--- src/rtl/ysyx_23060124_axi_arbiter_pkg.sv ---
// Shared definitions for the IFU/LSU AXI4-Lite arbiter: FSM state encoding,
// response codes, owner encoding and the state-to-grant mapping.
package ysyx_23060124_axi_arbiter_pkg;

  typedef enum logic [1:0] {
    ARB_IDLE   = 2'd0,
    ARB_IFU_RD = 2'd1,
    ARB_LSU_RD = 2'd2,
    ARB_LSU_WR = 2'd3
  } arb_state_e;

  localparam logic [1:0] ARB_RESP_OKAY   = 2'b00;
  localparam logic [1:0] ARB_RESP_SLVERR = 2'b10;

  // Owner encoding of the last_grant flop
  localparam logic ARB_LAST_IFU = 1'b0;
  localparam logic ARB_LAST_LSU = 1'b1;

  // One-hot {LSU,IFU} owner implied by an FSM state
  function automatic logic [1:0] arb_grant_of(input arb_state_e st);
    logic [1:0] g;
    case (st)
      ARB_IFU_RD: g = 2'b01;
      ARB_LSU_RD: g = 2'b10;
      ARB_LSU_WR: g = 2'b10;
      default:    g = 2'b00;
    endcase
    return g;
  endfunction

endpackage

--- src/rtl/ysyx_23060124_rr_arb2.sv ---
// Two-request round-robin picker. On a tie the requester that was not
// granted last time wins; a lone requester always wins.
module ysyx_23060124_rr_arb2
  import ysyx_23060124_axi_arbiter_pkg::*;
(
  input  logic [1:0] req,
  input  logic       last,
  output logic [1:0] gnt
);

  // Pick one requester, alternating on ties
  always_comb begin
    gnt = 2'b00;
    case (req)
      2'b01:   gnt = 2'b01;
      2'b10:   gnt = 2'b10;
      2'b11:   gnt = (last == ARB_LAST_LSU) ? 2'b01 : 2'b10;
      default: gnt = 2'b00;
    endcase
  end

endmodule

--- src/rtl/ysyx_23060124_axi_arbiter.sv ---
// Two-master (IFU read-only, LSU read/write) to one-slave AXI4-Lite arbiter.
// One transaction at a time; the owner keeps the port until its R or B
// handshake. Channels are a pure combinational mux keyed by the FSM state.
module ysyx_23060124_axi_arbiter
  import ysyx_23060124_axi_arbiter_pkg::*;
#(
  parameter int ADDR_W = 32,
  parameter int DATA_W = 32,
  parameter int STRB_W = 4
) (
  input  logic              i_clk,
  input  logic              i_rst_n,
  // IFU read
  input  logic [ADDR_W-1:0] m0_araddr,
  input  logic              m0_arvalid,
  output logic              m0_arready,
  output logic [DATA_W-1:0] m0_rdata,
  output logic [1:0]        m0_rresp,
  output logic              m0_rvalid,
  input  logic              m0_rready,
  // LSU read
  input  logic [ADDR_W-1:0] m1_araddr,
  input  logic              m1_arvalid,
  output logic              m1_arready,
  output logic [DATA_W-1:0] m1_rdata,
  output logic [1:0]        m1_rresp,
  output logic              m1_rvalid,
  input  logic              m1_rready,
  // LSU write
  input  logic [ADDR_W-1:0] m1_awaddr,
  input  logic              m1_awvalid,
  output logic              m1_awready,
  input  logic [DATA_W-1:0] m1_wdata,
  input  logic [STRB_W-1:0] m1_wstrb,
  input  logic              m1_wvalid,
  output logic              m1_wready,
  output logic [1:0]        m1_bresp,
  output logic              m1_bvalid,
  input  logic              m1_bready,
  // Slave port
  output logic [ADDR_W-1:0] s_araddr,
  output logic              s_arvalid,
  input  logic              s_arready,
  input  logic [DATA_W-1:0] s_rdata,
  input  logic [1:0]        s_rresp,
  input  logic              s_rvalid,
  output logic              s_rready,
  output logic [ADDR_W-1:0] s_awaddr,
  output logic              s_awvalid,
  input  logic              s_awready,
  output logic [DATA_W-1:0] s_wdata,
  output logic [STRB_W-1:0] s_wstrb,
  output logic              s_wvalid,
  input  logic              s_wready,
  input  logic [1:0]        s_bresp,
  input  logic              s_bvalid,
  output logic              s_bready,
  output logic [1:0]        o_grant
);

  arb_state_e state, state_nxt;
  logic       last_grant;
  logic [1:0] req, gnt;

  assign req = {m1_arvalid | m1_awvalid, m0_arvalid};

  ysyx_23060124_rr_arb2 u_rr (
    .req  (req),
    .last (last_grant),
    .gnt  (gnt)
  );

  // FSM state register; reset aborts any transaction immediately
  always_ff @(posedge i_clk or negedge i_rst_n) begin
    if (!i_rst_n) begin
      state <= ARB_IDLE;
    end else begin
      state <= state_nxt;
    end
  end

  // Remember the owner of the latest grant so the next tie goes the other way
  always_ff @(posedge i_clk or negedge i_rst_n) begin
    if (!i_rst_n) begin
      last_grant <= ARB_LAST_LSU;
    end else if (state == ARB_IDLE && gnt != 2'b00) begin
      last_grant <= gnt[1];
    end else begin
      last_grant <= last_grant;
    end
  end

  // Next state: grant from IDLE, release on the final R or B handshake
  always_comb begin
    state_nxt = state;
    case (state)
      ARB_IDLE: begin
        if (gnt[0]) begin
          state_nxt = ARB_IFU_RD;
        end else if (gnt[1]) begin
          // a simultaneous LSU read and write serves the read first
          state_nxt = m1_arvalid ? ARB_LSU_RD : ARB_LSU_WR;
        end else begin
          state_nxt = ARB_IDLE;
        end
      end
      ARB_IFU_RD: state_nxt = (s_rvalid && m0_rready) ? ARB_IDLE : ARB_IFU_RD;
      ARB_LSU_RD: state_nxt = (s_rvalid && m1_rready) ? ARB_IDLE : ARB_LSU_RD;
      ARB_LSU_WR: state_nxt = (s_bvalid && m1_bready) ? ARB_IDLE : ARB_LSU_WR;
      default:    state_nxt = ARB_IDLE;
    endcase
  end

  // Channel mux: only the owner's channels are connected, everything else 0
  always_comb begin
    m0_arready = 1'b0;
    m0_rdata   = {DATA_W{1'b0}};
    m0_rresp   = ARB_RESP_OKAY;
    m0_rvalid  = 1'b0;
    m1_arready = 1'b0;
    m1_rdata   = {DATA_W{1'b0}};
    m1_rresp   = ARB_RESP_OKAY;
    m1_rvalid  = 1'b0;
    m1_awready = 1'b0;
    m1_wready  = 1'b0;
    m1_bresp   = ARB_RESP_OKAY;
    m1_bvalid  = 1'b0;
    s_araddr   = {ADDR_W{1'b0}};
    s_arvalid  = 1'b0;
    s_rready   = 1'b0;
    s_awaddr   = {ADDR_W{1'b0}};
    s_awvalid  = 1'b0;
    s_wdata    = {DATA_W{1'b0}};
    s_wstrb    = {STRB_W{1'b0}};
    s_wvalid   = 1'b0;
    s_bready   = 1'b0;
    o_grant    = arb_grant_of(state);
    case (state)
      ARB_IFU_RD: begin
        s_araddr   = m0_araddr;
        s_arvalid  = m0_arvalid;
        m0_arready = s_arready;
        m0_rdata   = s_rdata;
        m0_rresp   = s_rresp;
        m0_rvalid  = s_rvalid;
        s_rready   = m0_rready;
      end
      ARB_LSU_RD: begin
        s_araddr   = m1_araddr;
        s_arvalid  = m1_arvalid;
        m1_arready = s_arready;
        m1_rdata   = s_rdata;
        m1_rresp   = s_rresp;
        m1_rvalid  = s_rvalid;
        s_rready   = m1_rready;
      end
      ARB_LSU_WR: begin
        s_awaddr   = m1_awaddr;
        s_awvalid  = m1_awvalid;
        m1_awready = s_awready;
        s_wdata    = m1_wdata;
        s_wstrb    = m1_wstrb;
        s_wvalid   = m1_wvalid;
        m1_wready  = s_wready;
        m1_bresp   = s_bresp;
        m1_bvalid  = s_bvalid;
        s_bready   = m1_bready;
      end
      default: begin
        o_grant = 2'b00;
      end
    endcase
  end

endmodule

--- config.mk ---
export PLATFORM = sky130hd
export DESIGN_NAME = ysyx_23060124_axi_arbiter
export DESIGN_NICKNAME = d
export VERILOG_FILES = /design/src/rtl/ysyx_23060124_axi_arbiter_pkg.sv /design/src/rtl/ysyx_23060124_rr_arb2.sv /design/src/rtl/ysyx_23060124_axi_arbiter.sv
export SDC_FILE = /design/constraint.sdc
export NUM_CORES = 1
export LEC_CHECK = 0
export CAP_MARGIN = 25
export CORE_AREA = 4 4 139 141
export DETAILED_ROUTE_END_ITERATION = 7
export DIE_AREA = 0 0 143 145
export DONT_BUFFER_PORTS = 1
export GPL_TIMING_DRIVEN = 0
export SLEW_MARGIN = 20
export SYNTH_ARGS = -nofsm -noshare
export SYNTH_HDL_FRONTEND = slang
export SYNTH_HIERARCHICAL = 1
export SYNTH_SLANG_ARGS = --single-unit
export TNS_END_PERCENT = 10
--- constraint.sdc ---
create_clock -name i_clk -period 1.7 [get_ports i_clk]
set_input_delay 0.34 -clock i_clk [delete_from_list [all_inputs] [get_ports i_clk]]
set_output_delay 0.34 -clock i_clk [all_outputs]
set_load 0.005 [all_outputs]
==> results.toml, run 1 <==
[run_status]
outcome = "complete, but fails checks"
violations = "negative setup slack"

[sta]
setup_violations = 124
max-slew-margin-rel_pct = 80.53
rsz0062_at_grt = "yes"
hold_violations = 0
finClkSkew_ns = 0.0005460
slew_viol_final = 0
min_period_ns = 1.846
fin_crit_sh_pct = 108.6
worst_pin_slew_ns = 0.2894
fin_ws_ns = -0.1462
fmax_mhz = 541.7

[critical_path]
worstSetupEndpointType = "output pin"
arrival_ns = 1.51
worst_path_largest_cell_delay_ns = 0.43
worstPathMaxFanout = 5
start_kind = "flip-flop"
required_ns = 1.36
crit_chain = "buf_6, ha_4, buf_12, clkbuf_16, a22oi_2, nor2b_1"
rrSetupSlack_ns = 0.20
reg2regPathDepth = 7
worst-setup-path-type = "flip-flop to output pin"
cp_slowest_cell = "dfrtp_2"

[clock_tree]
clkSinkCount = 3
cts_root_buffer = "clkbuf_16"
insertion_delay_ns = 0.22
cts_made_buffers = 3
cts_tree = "yes"
clk_pin_slew_ns = 0.03
htreeDepth = 1
cts_buffer_depth = 2

[global_route]
grt.busiest_layer = "met2"
grt_pass1_wl_um = 14900
grt_max_degree = 11
globalRouteMet3Util_pct = 2.665
antenna_found_initial = 0
grt_use_met2_pct = 19.60
grt.met1_usage_pct = 9.745
grt_pass1_vias = 2295
grt.overflow.total = 0
grtUsageTotal_pct = 9.606

[finish]
n_fill_cell = 1995
diodes = 0
final_util_pct = 17.75
fin_cells = 525
multi_input_area_um2 = 2018
area_growth_syn_to_layout_pct = 72.28
final_nets = 485
drive_gt1_share_pct = 57.09
regArea_um2 = 78.83

[routing]
viasPerCell = 4.150
drtPass1Iterations = 4
vias = 2179
ant_nets = 0
drt_iter0_drc = 63
drc_errors = 0
post_drt_wl_per_cell_um = 22.05
drt-total-wl_um = 11570

[place]
io_buffer_count = 0
dp_cells = 501
gp_congestion = 0.8343
dp_hpwl_um = 9253

[floorplan]
start_util_pct = 10.30
die_w_um = 143
fp.dieH_um = 145
dieArea_um2 = 20740
rows = 49
core_um2 = 17960
ioPinCount = 366

[logic_synthesis]
synth_seq_cells = 3
syn_nets = 460
yosysSeqAreaShare_pct = 4.124
yosysUniqueCellTypes = 21
syn_avg_cell_area_um2 = 6.803
syn-cell-area_um2 = 1851
synthCells = 272
yosys_warnings = 6

[run]
drv_cap = 0

[power]
p_leak_nw = 1.197
ir_drop_v = 0.0007031
powerDensity_nw_per_um2 = 1629

[min_path]
hold_class = "input port to asynchronous set/reset pin"
==> repair_timing <==
| action | CTS | global route |
|---|---|---|
| endpoints found under the setup margin | 176 | 160 |
| gates cloned | 7 | 1 |
| pin swaps | 41 | 4 |
| hold endpoints to repair | 3 | 0 |
| resized for setup | 150 | 42 |
| setup buffers | 11 | 2 |
| hold buffers | 1 | 0 |
==> per-layer routing <==
layer | part of all wire [%] | vias up
met4 | 0.26 | 0
li1 | - | 921
met5 | 0 | -
met1 | 33 | 1035
met2 | 56 | 221
met3 | 10 | 2
==> where the power goes <==
group          total [mW]  switching, mW  internal (mW)
clock               0.371         0.0615          0.309
sequential          0.175         0.0584          0.117
combinational        4.65           2.02           2.62
total                5.19           2.14           3.05
==> sequential cells by signal, summed over array words and instances, names as in the netlist <==
register and cells:
last_grant 1, state 2
==> cell usage in the layout (no fill, tap or decap), types with 2 or more instances in the layout <==
cell type	Yosys	layout
buf_12	0	9
nand3_1	2	2
buf_8	0	10
nand3b_1	4	4
nand2_1	4	4
buf_6	9	6
inv_4	0	2
dfrtp_2	0	2
nor2b_1	35	10
and2_1	148	97
nor2b_2	0	20
buf_16	0	5
nor2b_4	0	5
clkbuf_16	0	6
ha_4	0	5
buf_2	6	3
buf_4	3	8
and2_4	0	51
a22oi_2	0	33
==> path summary, 6_finish.rpt <==
check | endpoint | start
min | state[0]$_DFF_PN0_ | i_rst_n
max in group asynchronous | last_grant$_DFFE_PN1P_ | i_rst_n
min in group i_clk | state[1]$_DFF_PN0_ | m1_bready
max reg2reg | state[0]$_DFF_PN0_ | state[0]$_DFF_PN0_
max | s_araddr[6] | state[1]$_DFF_PN0_
min reg2reg | last_grant$_DFFE_PN1P_ | last_grant$_DFFE_PN1P_
==> cell families (layout without fill, tap and decap cells) <==
kind of cell             Yosys count  count (layout)  share of synthesized area (%)
buffers and inverters             29              53                          10.89
flip-flops                         3               3                          4.125
AO/OA/AOI/OAI                     38              38                          15.35
adder cells (fa/ha/maj)            6               6                          4.057
AND/OR/NAND/NOR                  196             196                          65.59
==> synthesized netlist by cell type <==
master	instances	area (µm²)
o21ai_0	1	5.000
buf_6	9	101.4
nand2_1	4	15.01
ha_1	6	75.07
buf_4	3	22.52
nor2b_1	35	219.0
or2_2	1	6.260
a21boi_1	1	7.510
nor2_1	2	7.510
clkbuf_2	5	25.02
buf_2	6	30.03
nand3_1	2	10.01
clkbuf_1	3	11.26
dfrtp_1	2	50.05
and2_1	148	925.9
a21boi_0	1	7.510
dfstp_2	1	26.28
a22oi_1	34	255.2
inv_1	3	11.26
nand3b_1	4	30.03
a22o_1	1	8.760
==> critical path, delay by kind of cell (launching register included) <==
kind | cells | cell delay, ns
buffers and inverters | 3 | 0.42
flip-flops | 1 | 0.43
adder cells (fa/ha/maj) | 1 | 0.17
AO/OA/AOI/OAI | 1 | 0.17
AND/OR/NAND/NOR | 1 | 0.08
==> metrics by stage <==
step	TNS, ns	setup slack, ns	hold WS, ns	power, mW	cell area (µm²)
floorplan	0	0.1968	0.04441	2.042	1851
global placement	-12.49	-0.4287	0.04458	2.732	2137
detailed placement	-13.37	-0.4604	0.04458	2.764	2137
CTS	-12.51	-0.1621	0.3655	4.940	3015
global route	-16.49	-0.1961	0.3815	5.557	3188
finish	-9.134	-0.1462	0.3712	5.192	3188
==> layout make-up <==
type                       count  area share, %
multi-input combinational    240          63.30
inverter                       3         0.5102
tap                          229          8.987
clock buffer                   4          2.473
sequential                     3          2.473
timing repair buffer          21          10.71
buffer                        25          11.54
No activity file was read; power rests on OpenSTA's default activity.
==> run 2, diff against run 1 <==
- PLACE_DENSITY: not set -> 0.32
- SETUP_SLACK_MARGIN: not set -> 0.4
==> run 2 against run 1 <==
Effect of this change:
- the flow still finishes with violations (negative setup slack)
- highest routed layer unchanged
- global-route usage is 0.27 points higher
- via count fell by 0.64%
- register-to-register slack worse by 0.04 ns
- total power increased by 3.9%
==> results.toml, run 2 (same netlist as run 1, synthesis figures left out) <==
[clock_tree]
cts_tree = "yes"
cts_buffer_depth = 2
cts_root_buffer = "clkbuf_16"
cts_made_buffers = 3
clkSinkCount = 3
clk_pin_slew_ns = 0.03
insertion_delay_ns = 0.22
htreeDepth = 1

[critical_path]
arrival_ns = 1.49
required_ns = 1.36
worstSetupEndpointType = "output pin"
start_kind = "flip-flop"
worstPathMaxFanout = 10
worst-setup-path-type = "flip-flop to output pin"

[finish]
layout_commonest_cell = "and2_1"
diodes = 0
n_fill_cell = 1971
area_growth_syn_to_layout_pct = 74.71
final_nets = 484
drive_gt1_share_pct = 61.36
biggestRegsByFlops = "state (2), last_grant (1)"
largest_reg_flops = 2
largest-register = "state"
layout_common_cells = "and2_1 (87), and2_4 (61), a22oi_2 (27)"

[floorplan]
core_um2 = 17960
dieArea_um2 = 20740
ioPinCount = 366
die_w_um = 143
start_util_pct = 10.30
fp.dieH_um = 145
rows = 49

[sta]
setup_violations = 126
rsz0062_at_grt = "yes"
min_period_ns = 1.827
finClkSkew_ns = 0.0006456
fin_crit_sh_pct = 107.5
fin_ws_ns = -0.1268
slew_viol_final = 0
max-slew-margin-rel_pct = 80.15
hold_violations = 0
final.setup.tns_ns = -9.351
worst_pin_slew_ns = 0.2951
fmax_mhz = 547.4

[place]
io_buffer_count = 0
gp_congestion = 0.7604
dp_hpwl_um = 9657

[routing]
drt-total-wl_um = 11770
drtPass1Iterations = 4
post_drt_wl_per_cell_um = 22.46
viasPerCell = 4.132
drt_iter0_drc = 62
vias = 2165
drc_errors = 0
ant_nets = 0

[global_route]
grtUsageTotal_pct = 9.876
grt_pass1_wl_um = 15480
grt_max_degree = 11
grt_pass1_vias = 2416
antenna_found_initial = 0
grt.overflow.total = 0

[power]
ir_drop_v = 0.0005176
p_leak_nw = 1.235
powerDensity_nw_per_um2 = 1668
finalPower_mw = 5.394

[run_status]
violations = "negative setup slack"
outcome = "complete, but fails checks"

[run]
drv_cap = 0

[min_path]
hold_class = "input port to flip-flop"
run 2: cell types whose count changed in the layout (fill, tap and decap cells not counted), moves of 2 or more:
cell     previous run  this run
buf_8              10        12
a22oi_1             1         7
nor2b_1            10         2
buf_4               8        10
nor2b_4             5        16
buf_2               3         0
and2_1             97        87
buf_16              5         3
nor2b_2            20        17
a22oi_2            33        27
and2_4             51        61
run 2: stage by stage:
stage	hold slack, ns	util, %	cells	setup slack [ns]	instance area [µm²]
after floorplan	0.04441	-	272	0.2606	1867
after global placement	0.04461	11.99	501	-0.1337	2153
after detailed placement	0.04461	11.99	501	-0.1393	2153
after CTS	0.3725	16.16	519	-0.1316	2903
after global routing	0.3942	18.00	524	-0.1879	3233
final	0.3715	18.00	524	-0.1268	3233
run 2: path summary, 6_finish.rpt:
kind	end	start	depth (start not counted)	slack [ns]
max	s_araddr[5]	state[0]$_DFF_PN0_	5	-0.13
min	state[1]$_DFF_PN0_	s_rvalid	3	0.37
max reg2reg	state[0]$_DFF_PN0_	state[1]$_DFF_PN0_	8	0.16
min reg2reg	last_grant$_DFFE_PN1P_	last_grant$_DFFE_PN1P_	1	0.55
max in group asynchronous	last_grant$_DFFE_PN1P_	i_rst_n	1	1.09
min in group asynchronous	state[0]$_DFF_PN0_	i_rst_n	1	0.38
run 2: power breakdown:
part | internal [mW] | leakage, nW | total (mW) | switching (mW)
Combinational | 2.77 | 1.16 | 4.85 | 2.08
Sequential | 0.117 | 0.0333 | 0.173 | 0.0563
Clock | 0.309 | 0.0382 | 0.372 | 0.0624
Total | 3.20 | 1.23 | 5.39 | 2.20
run 2: per-layer routing:
metal	up-vias	track usage [%]	routed length, µm
met2	227	21.64	6966
li1	922	-	-
met4	0	0.4753	34
met3	2	1.547	1033
met5	-	0	0
met1	1014	9.708	3735
run 2: worst max-delay path, stage by stage, from the launching register on:
cell       delay, ns
dfrtp_2         0.43
inv_4           0.06
buf_6           0.12
ha_4            0.32
clkbuf_16       0.17
nor2b_2         0.16
run 2: what timing repair did:
item	in CTS	in global routing
hold buffers	1	0
endpoints found under the setup margin	186	186
setup buffers	8	4
gates cloned	5	1
gates resized for setup	141	74
endpoints found under the hold margin	3	0
pin swaps	26	26
run 2: final cells by class:
class,instances,area (µm²),area share (%)
Inverter,3,16.27,0.5031
Buffer,26,411.6,12.73
Multi-Input combinational cell,240,2091,64.67
Timing Repair Buffer,19,270.3,8.359
Sequential cell,3,78.83,2.438
Tap cell,229,286.5,8.862
Clock buffer,4,78.83,2.438
